### src/rtl/mem_req_master.sv
// Single-outstanding load/store initiator for the unified memory wrapper.
// Covers on-chip fixed-latency reads, SDRAM reads via readdatavalid, and a completion timeout.
module mem_req_master #(
  parameter logic [31:0] SDRAM_BASE = 32'hC000_0000,
  parameter int          TIMEOUT    = 1024,
  parameter int          STALE_W    = 2
) (
  input  logic        clk,
  input  logic        resetn,
  input  logic        req_valid,
  output logic        req_ready,
  input  logic        req_write,
  input  logic [31:0] req_addr,
  input  logic [31:0] req_wdata,
  input  logic [3:0]  req_wstrb,
  output logic        resp_valid,
  output logic [31:0] resp_rdata,
  output logic        resp_err,
  input  logic        vpu_active,
  output logic        mem_sel,
  output logic [31:0] mem_addr,
  output logic [31:0] mem_wdata,
  output logic [3:0]  mem_wstrb,
  output logic        mem_read,
  output logic        mem_write,
  input  logic [31:0] mem_rdata,
  input  logic        mem_waitrequest,
  input  logic        sdram_selected,
  input  logic        sdram_readdatavalid
);

  localparam int                 TO_W      = $clog2(TIMEOUT) + 1;
  localparam logic [TO_W-1:0]    TO_LAST   = TO_W'(TIMEOUT - 2);
  localparam logic [STALE_W-1:0] STALE_MAX = '1;

  typedef enum logic [2:0] {
    ST_IDLE,
    ST_ISSUE,
    ST_RAM_RD,
    ST_SD_DATA,
    ST_RESP
  } state_t;

  state_t             state_reg, state_next;
  logic               write_reg;
  logic               is_sdram_reg;
  logic [31:0]        addr_reg;
  logic [31:0]        wdata_reg;
  logic [3:0]         wstrb_reg;
  logic [TO_W-1:0]    to_cnt_reg, to_cnt_next;
  logic [STALE_W-1:0] stale_cnt_reg, stale_cnt_next;
  logic [31:0]        rdata_reg, rdata_next;
  logic               err_reg, err_next;
  logic               accept;
  logic               to_hit;
  logic               stale_inc;
  logic               stale_dec;

  assign req_ready  = resetn && (state_reg == ST_IDLE) && !vpu_active;
  assign accept     = req_valid && req_ready;
  // Counter lands on TIMEOUT-1 at the edge that abandons the operation.
  assign to_hit     = (to_cnt_reg >= TO_LAST);
  assign stale_dec  = sdram_readdatavalid && (stale_cnt_reg != '0);
  assign resp_rdata = rdata_reg;
  assign resp_err   = err_reg;

  always_ff @(posedge clk or negedge resetn) begin
    if (!resetn) begin
      state_reg     <= ST_IDLE;
      write_reg     <= 1'b0;
      is_sdram_reg  <= 1'b0;
      addr_reg      <= '0;
      wdata_reg     <= '0;
      wstrb_reg     <= '0;
      to_cnt_reg    <= '0;
      stale_cnt_reg <= '0;
      rdata_reg     <= '0;
      err_reg       <= 1'b0;
    end else begin
      state_reg     <= state_next;
      to_cnt_reg    <= to_cnt_next;
      stale_cnt_reg <= stale_cnt_next;
      rdata_reg     <= rdata_next;
      err_reg       <= err_next;
      if (accept) begin
        write_reg    <= req_write;
        is_sdram_reg <= (req_addr >= SDRAM_BASE);
        addr_reg     <= {req_addr[31:2], 2'b00};
        wdata_reg    <= req_wdata;
        wstrb_reg    <= req_wstrb;
      end
    end
  end

  always_comb begin
    state_next  = state_reg;
    to_cnt_next = to_cnt_reg;
    rdata_next  = rdata_reg;
    err_next    = err_reg;
    stale_inc   = 1'b0;
    mem_sel     = 1'b0;
    mem_addr    = '0;
    mem_wdata   = '0;
    mem_wstrb   = '0;
    mem_read    = 1'b0;
    mem_write   = 1'b0;
    resp_valid  = 1'b0;

    case (state_reg)
      ST_IDLE: begin
        if (accept) begin
          state_next  = ST_ISSUE;
          to_cnt_next = '0;
        end
      end

      ST_ISSUE: begin
        mem_sel   = 1'b1;
        mem_addr  = addr_reg;
        mem_wdata = wdata_reg;
        mem_wstrb = wstrb_reg;
        mem_read  = !write_reg;
        mem_write = write_reg;
        if (!is_sdram_reg) begin
          if (write_reg) begin
            state_next = ST_RESP;
            rdata_next = '0;
            err_next   = 1'b0;
          end else begin
            state_next = ST_RAM_RD;
          end
        end else begin
          to_cnt_next = to_cnt_reg + TO_W'(1);
          if (!mem_waitrequest) begin
            if (write_reg) begin
              state_next = ST_RESP;
              rdata_next = '0;
              err_next   = 1'b0;
            end else begin
              state_next = ST_SD_DATA;
            end
          end else if (to_hit) begin
            state_next = ST_RESP;
            rdata_next = '0;
            err_next   = 1'b1;
          end
        end
      end

      ST_RAM_RD: begin
        // Select and address stay up because the wrapper read mux follows them.
        mem_sel    = 1'b1;
        mem_addr   = addr_reg;
        rdata_next = mem_rdata;
        err_next   = 1'b0;
        state_next = ST_RESP;
      end

      ST_SD_DATA: begin
        mem_sel     = 1'b1;
        mem_addr    = addr_reg;
        to_cnt_next = to_cnt_reg + TO_W'(1);
        if (sdram_readdatavalid && (stale_cnt_reg == '0)) begin
          rdata_next = mem_rdata;
          err_next   = 1'b0;
          state_next = ST_RESP;
        end else if (to_hit) begin
          rdata_next = '0;
          err_next   = 1'b1;
          stale_inc  = 1'b1;
          state_next = ST_RESP;
        end
      end

      ST_RESP: begin
        resp_valid = 1'b1;
        state_next = ST_IDLE;
      end

      default: state_next = ST_IDLE;
    endcase
  end

  // Beats owed to abandoned reads are swallowed wherever they show up.
  always_comb begin
    stale_cnt_next = stale_cnt_reg;
    if (stale_dec && !stale_inc)
      stale_cnt_next = stale_cnt_reg - STALE_W'(1);
    else if (stale_inc && !stale_dec && (stale_cnt_reg != STALE_MAX))
      stale_cnt_next = stale_cnt_reg + STALE_W'(1);
  end

  a_route: assert property (@(posedge clk) disable iff (!resetn)
    (state_reg == ST_ISSUE) |-> (sdram_selected == is_sdram_reg));

endmodule
### config.mk
export PLATFORM = sky130hd
export DESIGN_NAME = mem_req_master
export DESIGN_NICKNAME = d
export VERILOG_FILES = /design/src/rtl/mem_req_master.sv
export SDC_FILE = /design/constraint.sdc
export NUM_CORES = 1
export LEC_CHECK = 0
export BUFFER_PORTS_ARGS = -buffer_cell sky130_fd_sc_hd__buf_2
export CORE_ASPECT_RATIO = 0.6
export CORE_UTILIZATION = 54
export CTS_BUF_LIST = sky130_fd_sc_hd__clkbuf_8
export DETAILED_ROUTE_END_ITERATION = 7
export HOLD_SLACK_MARGIN = 0.1
export PLACE_DENSITY = 0.94
export SYNTH_ARGS = -nofsm -noshare
export SYNTH_HDL_FRONTEND = slang
export SYNTH_SLANG_ARGS = --single-unit
### constraint.sdc
create_clock -name clk -period 4.45 [get_ports clk]
set_input_delay 0.2225 -clock clk [delete_from_list [all_inputs] [get_ports clk]]
set_output_delay 0.2225 -clock clk [all_outputs]
set_load 0.1 [all_outputs]
==> flow_metrics.env, run 1 <==
export IMPL_outcome="finished clean"
export IMPL_critical_path_top_delay_family="simple AND/OR/NAND/NOR gates"
export IMPL_hold_violations=0
export IMPL_syn_area_um2=5150
export IMPL_seq_area_frac_synth_pct=56.8
export IMPL_cts_htree_levels=4
export IMPL_commonest_cells_in_the_synthesized_netlist="dfrtp_1 (117), and2_1 (70), mux2_2 (67), a22o_1 (33), buf_2 (15)"
export IMPL_critical_path_required_ns=4.23
export IMPL_drt_pass1_iter_count=5
export IMPL_async_flop_share_pct=100
export IMPL_cts_sinks=117
export IMPL_drive_gt1_share_pct=44.2
export IMPL_core_area_um2=9220
export IMPL_die_h_um=77.7
export IMPL_slew_limit_headroom_pct=14.1
export IMPL_hold_depth=3
export IMPL_reg2regPathDepth=4
export IMPL_design_die_area_um2=9950
export IMPL_timing_critical_path_cells="nand2b_1, nor2_2, buf_4, and2_1, buf_2"
export IMPL_tritoncts_clock_tree="done"
export IMPL_critPathCaptureType="output port"
export IMPL_route_final_wire_length_mm=16.2
export IMPL_critical_path_reg2reg_endpoint="addr_reg[15]"
export IMPL_io_pins=214
export IMPL_rsz0062_at_grt="false"
export IMPL_clkSlewWorstSetupHoldPaths_ns=0.07
export IMPL_finalSetupViolations=0
export IMPL_design_final_nets=826
export IMPL_gp_congestion=0.838
export IMPL_drc=0
export IMPL_yosys_area_top_type="dfrtp_1"
export IMPL_hold_end="state_reg[1]"
export IMPL_synthesis_instances=408
export IMPL_holdCritPathClass="in -> reg"
export IMPL_clockBufferDepth=2
export IMPL_hp_start="mem_waitrequest"
export IMPL_worst_path_largest_cell_delay_ns=0.63
export IMPL_number_of_global_route_vias_before_repair=4789
export IMPL_grt_util_all_layers_pct=34.2
export IMPL_drt_initial_drc_count=174
export IMPL_synth_top_area_share_pct=56.8
export IMPL_fill_cells=482
export IMPL_tritoncts_num_buffers=17
export IMPL_drt_antenna_violating_nets=0
export IMPL_cp_arrival_ns=2.90
export IMPL_post_synth_main_area_contributors="dfrtp_1 (57%), mux2_2 (15%), and2_1 (8.5%)"
export IMPL_reg2reg_setup_slack_ns=2.14
export IMPL_finalMaxSlewViolations=0
export IMPL_tns_ns=0
export IMPL_area_delta_synth_final_pct=48.6
export IMPL_cap_viol_max_count=0
export IMPL_seqCellArea_um2=2930
export IMPL_grt_antenna_before_repair=0
export IMPL_regToRegStartpoint="state_reg[1]"
export IMPL_total_area_of_multi_input_combinational_cells_um2=2070
export IMPL_worstMarginPinSlew_ns=1.29
export IMPL_clk_insertion_delay_late_ns=0.44
export IMPL_synth_cell_type_count=44
export IMPL_io_buffers=208
export IMPL_core_rowCount=27
export IMPL_postCtsSetupRepairBufs=0
export IMPL_place_ws_ns=1.93
export IMPL_count_of_flip_flops_with_a_built_in_enable_after_synthesis=0
export IMPL_post_synthesis_area_per_instance_um2=12.6
export IMPL_cts_root_buf="clkbuf_8"
export IMPL_cts_hold_buffers=101
export IMPL_ys_warn_count=0
export IMPL_post_cts_resized_instances=0
export IMPL_worst_clock_skew_ns=0.0107
export IMPL_avgRoutedWirePerCell_um=18.9
export IMPL_detailed_place_hpwl_mm=8.96
export IMPL_synth_compound_gate_area_share_pct=11.2
export IMPL_grt_max_degree=61
export IMPL_synthSimpleGateAreaFrac_pct=13.3
export IMPL_combinational_family_with_the_most_area_after_synthesis="multiplexers"
export IMPL_yosys_cell_count_top_type="dfrtp_1"
export IMPL_flip_flop_and_latch_count_after_synthesis=117
export IMPL_start_kind="flip-flop"
export IMPL_max_clock_freq_mhz=320
export IMPL_setup_slack_ns=1.33
export IMPL_crit_path_top_delay_cell="nor2_2"
export IMPL_portion_of_the_clock_cycle_consumed_by_the_worst_path_in_the_final_layout_pct=70.2
export IMPL_critical_path_max_fanout=24
export IMPL_vias=4594
export IMPL_cp_buffers_inverters=2
export IMPL_antenna_cells_inserted=0
export IMPL_grt_first_pass_wirelength_mm=25.2
export IMPL_critical_path_class="reg -> out"
export IMPL_die_width_um=128
export IMPL_period_minus_slack_ns=3.12
export IMPL_synthXorXnorAreaFrac_pct=0
export IMPL_post_synth_fa_ha_maj_area_fraction_pct=0.486
export IMPL_dominantRegCellSynth="dfrtp_1"
export IMPL_start_util_pct=55.9
export IMPL_fraction_of_synthesized_area_in_multiplexers_pct=14.8
export IMPL_via_per_inst=5.35
export IMPL_grt_overflow_total=0
## worst reg2reg max path: stages (launching register included)
cell and delay, ns:
dfrtp_1 0.51, nor2_2 0.31, nand3_4 0.49, buf_4 0.51, mux2_2 0.36
## per-layer routing
metal  share of wire, %  vias up  track usage (%)
met5                  0        -                0
met4                3.3        0             16.5
met3                7.3       48             9.45
met2                 50      243             57.3
met1                 40     2250             41.0
li1                   -     2053                -
## worst max path at each step
stage | startpoint | end | depth (start not counted)
floorplan | state_reg[1] | mem_addr[22] | 5
global placement | state_reg[2] | mem_wdata[1] | 5
detailed placement | state_reg[2] | mem_wdata[1] | 5
CTS | state_reg[2] | mem_wdata[7] | 5
global route | state_reg[2] | mem_wdata[18] | 5
finish | state_reg[2] | mem_wdata[18] | 5
## layout by cell type, fill, tap and decap left out, types with 2 or more instances in the layout
cell type      count
o21ai_1            7
o41ai_1            3
nor2_2             3
nand3_1            6
nand2_1           10
mux2_2            67
nand4_1            2
ha_1               2
buf_2            207
inv_1              5
clkinv_2           6
a21oi_1            3
and3_1             3
buf_4              6
o31ai_1            5
o21a_1             3
a21o_1             2
dfrtp_1          117
clkinvlp_4         2
nand2b_1           2
a22o_1            33
nor3b_2            2
dlygate4sd3_1    101
conb_1             2
bufinv_16          2
and2_1            70
nor2_1             8
o21ai_0            8
clkbuf_8          20
a31oi_1            5
## final cells by class
| class | count | area share, % |
|---|---|---|
| well taps | 130 | 2.12 |
| multi-input cells | 261 | 27.1 |
| clock inverters | 11 | 1.42 |
| clock buffers | 20 | 3.59 |
| flip-flops and latches | 117 | 38.2 |
| repair buffers | 314 | 27.3 |
| inverters | 5 | 0.245 |
## cells by family after synthesis
| kind of cell | Yosys count |
|---|---|
| muxes | 68 |
| buffers and inverters | 31 |
| and+or+nand+nor | 114 |
| other | 1 |
| DFF | 117 |
| adders and majority gates | 2 |
| AOI/OAI and AO/OA | 75 |
## per-stage QoR
step	area, um^2	utilization [%]	hold WS (ns)	std cells
global placement	6260	67.9	0.403	726
global route	7660	83.0	0.181	858
detailed placement	6260	67.9	0.421	726
CTS	7660	83.0	0.126	858
floorplan	5160	-	-0.0731	409
finish	7660	83.0	0.156	858
Power of run 1 is left out: the tool's default activity adds up to more than one toggle a clock period on the data nets, which glitch-free logic cannot reach.
==> run 2, diff against run 1 <==
--- a/config.mk
+++ b/config.mk
@@ -7,11 +7,11 @@
 export LEC_CHECK = 0
 export BUFFER_PORTS_ARGS = -buffer_cell sky130_fd_sc_hd__buf_2
 export CORE_ASPECT_RATIO = 0.6
-export CORE_UTILIZATION = 54
+export CORE_UTILIZATION = 50
 export CTS_BUF_LIST = sky130_fd_sc_hd__clkbuf_8
 export DETAILED_ROUTE_END_ITERATION = 7
 export HOLD_SLACK_MARGIN = 0.1
-export PLACE_DENSITY = 0.94
+export PLACE_DENSITY = 0.89
 export SYNTH_ARGS = -nofsm -noshare
 export SYNTH_HDL_FRONTEND = slang
 export SYNTH_SLANG_ARGS = --single-unit
==> constraint.sdc (replaced) <==
create_clock -name clk -period 3.1 [get_ports clk]
set_input_delay 0.155 -clock clk [delete_from_list [all_inputs] [get_ports clk]]
set_output_delay 0.155 -clock clk [all_outputs]
set_load 0.1 [all_outputs]
==> flow_metrics.env, run 2 (synthesized netlist as in run 1, its figures left out) <==
export IMPL_critical_path_max_fanout=38
export IMPL_grt_util_all_layers_pct=30.9
export IMPL_grt_antenna_before_repair=0
export IMPL_critical_path_required_ns=2.94
export IMPL_regToRegStartpoint="state_reg[1]"
export IMPL_tritoncts_num_buffers=17
export IMPL_rsz0062_at_grt="false"
export IMPL_tritoncts_clock_tree="done"
export IMPL_design_final_nets=827
export IMPL_gp_congestion=0.790
export IMPL_core_rowCount=28
export IMPL_drt_pass1_iter_count=5
export IMPL_grt_first_pass_wirelength_mm=24.7
export IMPL_outcome="finished clean"
export IMPL_finalSetupViolations=0
export IMPL_cap_viol_max_count=0
export IMPL_grt_max_degree=68
export IMPL_period_minus_slack_ns=2.59
export IMPL_worst_clock_skew_ns=0.0115
export IMPL_drt_antenna_violating_nets=0
export IMPL_design_die_area_um2=10700
export IMPL_critical_path_class="reg -> out"
export IMPL_worst_path_largest_cell_delay_ns=0.48
export IMPL_detailed_place_hpwl_mm=8.67
export IMPL_drc=0
export IMPL_fill_cells=588
export IMPL_finalMaxSlewViolations=0
export IMPL_post_cts_resized_instances=0
export IMPL_clk_insertion_delay_late_ns=0.42
export IMPL_core_area_um2=9950
export IMPL_start_util_pct=51.8
export IMPL_io_buffers=208
export IMPL_crit_path_top_delay_cell="dfrtp_1"
export IMPL_timing_critical_path_cells="nand2b_1, nor2_2, buf_4, and2_1, buf_2"
export IMPL_via_per_inst=5.32
export IMPL_critPathCaptureType="output port"
export IMPL_die_width_um=133
export IMPL_cts_root_buf="clkbuf_8"
export IMPL_start_kind="flip-flop"
export IMPL_critical_path_top_delay_family="buffers and inverters"
export IMPL_cp_buffers_inverters=2
export IMPL_antenna_cells_inserted=0
export IMPL_holdCritPathClass="in -> reg"
export IMPL_max_clock_freq_mhz=386
export IMPL_hold_depth=3
export IMPL_cp_arrival_ns=2.43
export IMPL_layout_cells_most_common_list="buf_2 (207), dfrtp_1 (117), dlygate4sd3_1 (101)"
export IMPL_die_h_um=80.6
export IMPL_slew_limit_headroom_pct=44.6
export IMPL_clockBufferDepth=2
export IMPL_route_final_wire_length_mm=16.0
export IMPL_area_delta_synth_final_pct=49.2
export IMPL_clkSlewWorstSetupHoldPaths_ns=0.07
export IMPL_cts_sinks=117
export IMPL_hold_violations=0
export IMPL_post_route_util_pct=77.3
export IMPL_cts_htree_levels=4
export IMPL_hp_start="mem_waitrequest"
export IMPL_hold_end="state_reg[1]"
export IMPL_number_of_global_route_vias_before_repair=4809
export IMPL_drive_gt1_share_pct=44.0
export IMPL_avgRoutedWirePerCell_um=18.6
export IMPL_drt_initial_drc_count=343
export IMPL_worstMarginPinSlew_ns=0.831
export IMPL_critical_path_reg2reg_endpoint="addr_reg[5]"
export IMPL_reg2reg_setup_slack_ns=0.96
export IMPL_io_pins=214
export IMPL_postCtsSetupRepairBufs=0
export IMPL_tns_ns=0
export IMPL_reg2regPathDepth=4
export IMPL_portion_of_the_clock_cycle_consumed_by_the_worst_path_in_the_final_layout_pct=83.5
export IMPL_vias=4595
export IMPL_layout_cells_most_common="buf_2"
export IMPL_grt_overflow_total=0
==> run 2: cell types whose count changed in the layout (fill, tap and decap cells not counted), sizes merged <==
cell / delta
buf: +1
bufinv: +1
clkinvlp: -2
clkbuf: -1
inv: +2
==> run 2: worst max path at each step <==
stage,cells past startpoint,from,endpoint,slack [ns]
3_5_place_dp,4,state_reg[1],wdata_reg[14],1.01
3_3_place_gp,5,state_reg[2],mem_wdata[17],1.04
2_1_floorplan,5,state_reg[1],mem_addr[22],0.33
4_1_cts,5,state_reg[2],mem_wdata[17],0.53
5_1_grt,5,state_reg[2],mem_wdata[18],0.41
6_report,5,state_reg[2],mem_wdata[17],0.51
==> run 2: tightest hold or removal path, cell delays in order <==
cell and delay, ns:
buf_2 0.12, nand2_1 0.11, a22o_1 0.14
==> run 2: layer usage <==
metal / global-route usage [%] / wire length, um / share of wire, %
met1: 35.1 / 6220 / 39
met2: 54.8 / 8250 / 51
met3: 9.34 / 1150 / 7.2
met4: 13.1 / 412 / 2.6
met5: 0 / 0 / 0
==> run 2: repair_timing <==
item,4_1_cts,5_1_grt
hold buffers,101,0
hold endpoints to repair,152,0
setup endpoints to repair,0,0
==> run 2: per-stage QoR <==
step	instance area [um^2]	setup WS [ns]	cells	hold slack, ns
detailed placement	6280	1.01	732	0.316
finish	7690	0.511	864	0.135
CTS	7690	0.534	864	0.113
floorplan	5160	0.328	409	-0.141
global route	7690	0.413	864	0.139
global placement	6280	1.04	732	0.304
==> run 2: cell type report <==
| type | instances | area [um^2] | share of cell area [%] |
|---|---|---|---|
| clock buffer | 19 | 262 | 3.40 |
| clock inverter | 12 | 139 | 1.81 |
| inverter | 5 | 18.8 | 0.244 |
| multi-input combinational | 261 | 2070 | 27.0 |
| sequential | 117 | 2930 | 38.1 |
| tap | 135 | 169 | 2.20 |
| timing repair buffer | 315 | 2100 | 27.3 |
Power of run 2 is left out for the same reason.
==> run 3, diff against run 2 <==
--- a/config.mk
+++ b/config.mk
@@ -5,9 +5,10 @@
 export SDC_FILE = /design/constraint.sdc
 export NUM_CORES = 1
 export LEC_CHECK = 0
+export ABC_AREA = 1
 export BUFFER_PORTS_ARGS = -buffer_cell sky130_fd_sc_hd__buf_2
 export CORE_ASPECT_RATIO = 0.6
-export CORE_UTILIZATION = 50
+export CORE_UTILIZATION = 51
 export CTS_BUF_LIST = sky130_fd_sc_hd__clkbuf_8
 export DETAILED_ROUTE_END_ITERATION = 7
 export HOLD_SLACK_MARGIN = 0.1
==> constraint.sdc (replaced) <==
create_clock -name clk -period 2.6 [get_ports clk]
set_input_delay 0.13 -clock clk [delete_from_list [all_inputs] [get_ports clk]]
set_output_delay 0.13 -clock clk [all_outputs]
set_load 0.1 [all_outputs]
==> flow_metrics.env, run 3 <==
export IMPL_outcome="finished clean"
export IMPL_slew_limit_headroom_pct=58.8
export IMPL_total_leakage_power_nw=4.38
export IMPL_flip_flop_and_latch_count_after_synthesis=117
export IMPL_total_area_of_multi_input_combinational_cells_um2=2110
export IMPL_critical_path_required_ns=2.47
export IMPL_postCtsSetupRepairBufs=0
export IMPL_design_final_nets=1077
export IMPL_holdCritPathClass="in -> async"
export IMPL_critical_path_top_delay_family="buffers and inverters"
export IMPL_yosys_area_top_type="dfrtp_1"
export IMPL_drive_gt1_share_pct=34.0
export IMPL_synthXorXnorAreaFrac_pct=0.636
export IMPL_synth_cell_type_count=36
export IMPL_syn_area_um2=5510
export IMPL_max_clock_freq_mhz=414
export IMPL_ys_warn_count=0
export IMPL_drc=0
export IMPL_yosys_cell_count_top_type="nand2_1"
export IMPL_reg2regPathDepth=8
export IMPL_worst_path_largest_cell_delay_ns=0.51
export IMPL_area_delta_synth_final_pct=47.7
export IMPL_clockBufferDepth=2
export IMPL_crit_path_top_delay_cell="dfrtp_1"
export IMPL_commonest_cells_in_the_synthesized_netlist="nand2_1 (172), dfrtp_1 (117), inv_1 (84), nor2_1 (84), o21ai_1 (41)"
export IMPL_antenna_cells_inserted=0
export IMPL_synthesis_instances=659
export IMPL_portion_of_the_clock_cycle_consumed_by_the_worst_path_in_the_final_layout_pct=93.0
export IMPL_grt_max_degree=66
export IMPL_post_synth_main_area_contributors="dfrtp_1 (53%), nand2_1 (12%), inv_1 (5.7%)"
export IMPL_combinational_family_with_the_most_area_after_synthesis="simple AND/OR/NAND/NOR gates"
export IMPL_period_minus_slack_ns=2.42
export IMPL_fraction_of_synthesized_area_in_multiplexers_pct=0
export IMPL_avgRoutedWirePerCell_um=15.5
export IMPL_post_synthesis_area_per_instance_um2=8.36
export IMPL_cap_viol_max_count=0
export IMPL_async_flop_share_pct=100
export IMPL_vias=5584
export IMPL_drt_pass1_iter_count=5
export IMPL_start_util_pct=54.2
export IMPL_gp_congestion=0.858
export IMPL_die_h_um=82.5
export IMPL_critical_path_max_fanout=18
export IMPL_critical_path_reg2reg_endpoint="is_sdram_reg"
export IMPL_design_die_area_um2=11200
export IMPL_layout_cells_most_common_list="buf_2 (207), nand2_1 (172), dfrtp_1 (117)"
export IMPL_power_ir_vdd_worst_mv=1.22
export IMPL_worstMarginPinSlew_ns=0.619
export IMPL_detailed_place_hpwl_mm=9.42
export IMPL_die_width_um=136
export IMPL_seqCellArea_um2=2930
export IMPL_layout_cells_most_common="buf_2"
export IMPL_critPathCaptureType="output port"
export IMPL_io_buffers=208
export IMPL_io_pins=214
export IMPL_drt_initial_drc_count=278
export IMPL_fill_cells=620
export IMPL_via_per_inst=5.01
export IMPL_number_of_global_route_vias_before_repair=5533
export IMPL_tritoncts_clock_tree="done"
export IMPL_regToRegStartpoint="state_reg[1]"
export IMPL_drt_antenna_violating_nets=0
export IMPL_timing_critical_path_cells="nor2_2, nor2_2, inv_2, buf_4, nor2_2, buf_2"
export IMPL_tns_ns=0
export IMPL_grt_overflow_total=0
export IMPL_post_cts_resized_instances=0
export IMPL_reg2reg_setup_slack_ns=0.30
export IMPL_synth_top_area_share_pct=53.1
export IMPL_clkSlewWorstSetupHoldPaths_ns=0.06
export IMPL_synth_compound_gate_area_share_pct=11.0
export IMPL_core_rowCount=28
export IMPL_path_common_cell="nor2_2"
export IMPL_worst_clock_skew_ns=0.0101
export IMPL_start_kind="flip-flop"
export IMPL_grt_util_all_layers_pct=31.4
export IMPL_design_power_total_mw=11.5
export IMPL_cp_buffers_inverters=3
export IMPL_power_density_nw_per_um2=1410
export IMPL_cts_root_buf="clkbuf_8"
export IMPL_grt_first_pass_wirelength_mm=26.5
export IMPL_post_synth_fa_ha_maj_area_fraction_pct=0.454
export IMPL_dominantRegCellSynth="dfrtp_1"
export IMPL_count_of_flip_flops_with_a_built_in_enable_after_synthesis=0
export IMPL_hold_violations=0
export IMPL_grt_antenna_before_repair=0
export IMPL_clk_insertion_delay_late_ns=0.41
export IMPL_cts_hold_buffers=104
export IMPL_cp_arrival_ns=2.29
export IMPL_rsz0062_at_grt="false"
export IMPL_seq_area_frac_synth_pct=53.1
export IMPL_synthSimpleGateAreaFrac_pct=24.6
export IMPL_route_final_wire_length_mm=17.2
export IMPL_finalMaxSlewViolations=0
export IMPL_finalSetupViolations=0
export IMPL_cts_sinks=117
export IMPL_critical_path_class="reg -> out"
export IMPL_tritoncts_num_buffers=17
export IMPL_core_area_um2=10200
export IMPL_cts_htree_levels=4
-- run 3: cell count changes after synthesis, moves of 14 or more --
cell     before  now
o21ai_1       7   41
nand2_2       0   14
nand3_1       6   39
mux2_2       67    0
inv_1         4   84
a22o_1       33    1
and2_1       70    0
nand2_1      10  172
nor2_1        9   84
o21ai_2       0   29
-- run 3: stage by stage --
step	worst slack (ns)	instance area, um^2	util (%)	hold WS, ns	instances
after floorplan	-0.162	5590	-	-0.166	660
after global placement	0.700	6670	65.7	0.0419	979
after detailed placement	0.629	6670	65.7	0.0395	979
after CTS	0.199	8140	80.1	0.138	1115
after global routing	0.0312	8140	80.1	0.170	1115
final	0.182	8140	80.1	0.159	1115
-- run 3: report_power, final --
part / internal, mW / leakage, nW / switching (mW) / total [mW]
Clock: 1.08 / 0.226 / 0.700 / 1.78
Sequential: 2.55 / 1.48 / 0.327 / 2.88
Combinational: 1.20 / 2.67 / 5.61 / 6.82
Total: 4.83 / 4.38 / 6.64 / 11.5
-- run 3: how the worst max path moves through the flow --
stage,from,end,cells after the start
global route,state_reg[1],mem_addr[9],6
global placement,state_reg[1],mem_addr[12],6
CTS,state_reg[1],mem_addr[12],6
floorplan,state_reg[1],mem_addr[10],5
finish,state_reg[1],mem_addr[9],6
detailed placement,state_reg[1],wdata_reg[4],8
-- run 3: per-layer routing --
layer  vias up  GRT usage (%)  routed length [um]  share of wire [%]
met5         -              0                   0                  0
met4         0           12.1                 389                2.3
met3        48           8.91                1320                7.7
met2       287           55.4                8670                 50
met1      2605           36.8                6850                 40
li1       2644              -                   -                  -
-- run 3: kinds of logic (layout without fill, tap and decap cells) --
| family | after synthesis | in the layout |
|---|---|---|
| flops | 117 | 117 |
| fa+ha+maj | 2 | 2 |
| compound gates | 93 | 93 |
| simple gates | 321 | 321 |
| xor+xnor | 4 | 4 |
| buf+inv | 121 | 441 |
| other cells | 1 | 2 |
-- run 3: area by class of cell --
| type | count | share of cell area, % |
|---|---|---|
| well taps | 135 | 2.07 |
| clock inverters | 13 | 2.03 |
| clock buffers | 19 | 3.21 |
| repair buffers | 321 | 26.7 |
| flip-flops and latches | 117 | 36.0 |
| multi-input cells | 422 | 25.9 |
| inverters | 88 | 4.09 |
Note: power is estimated with default switching activity, not from simulation.
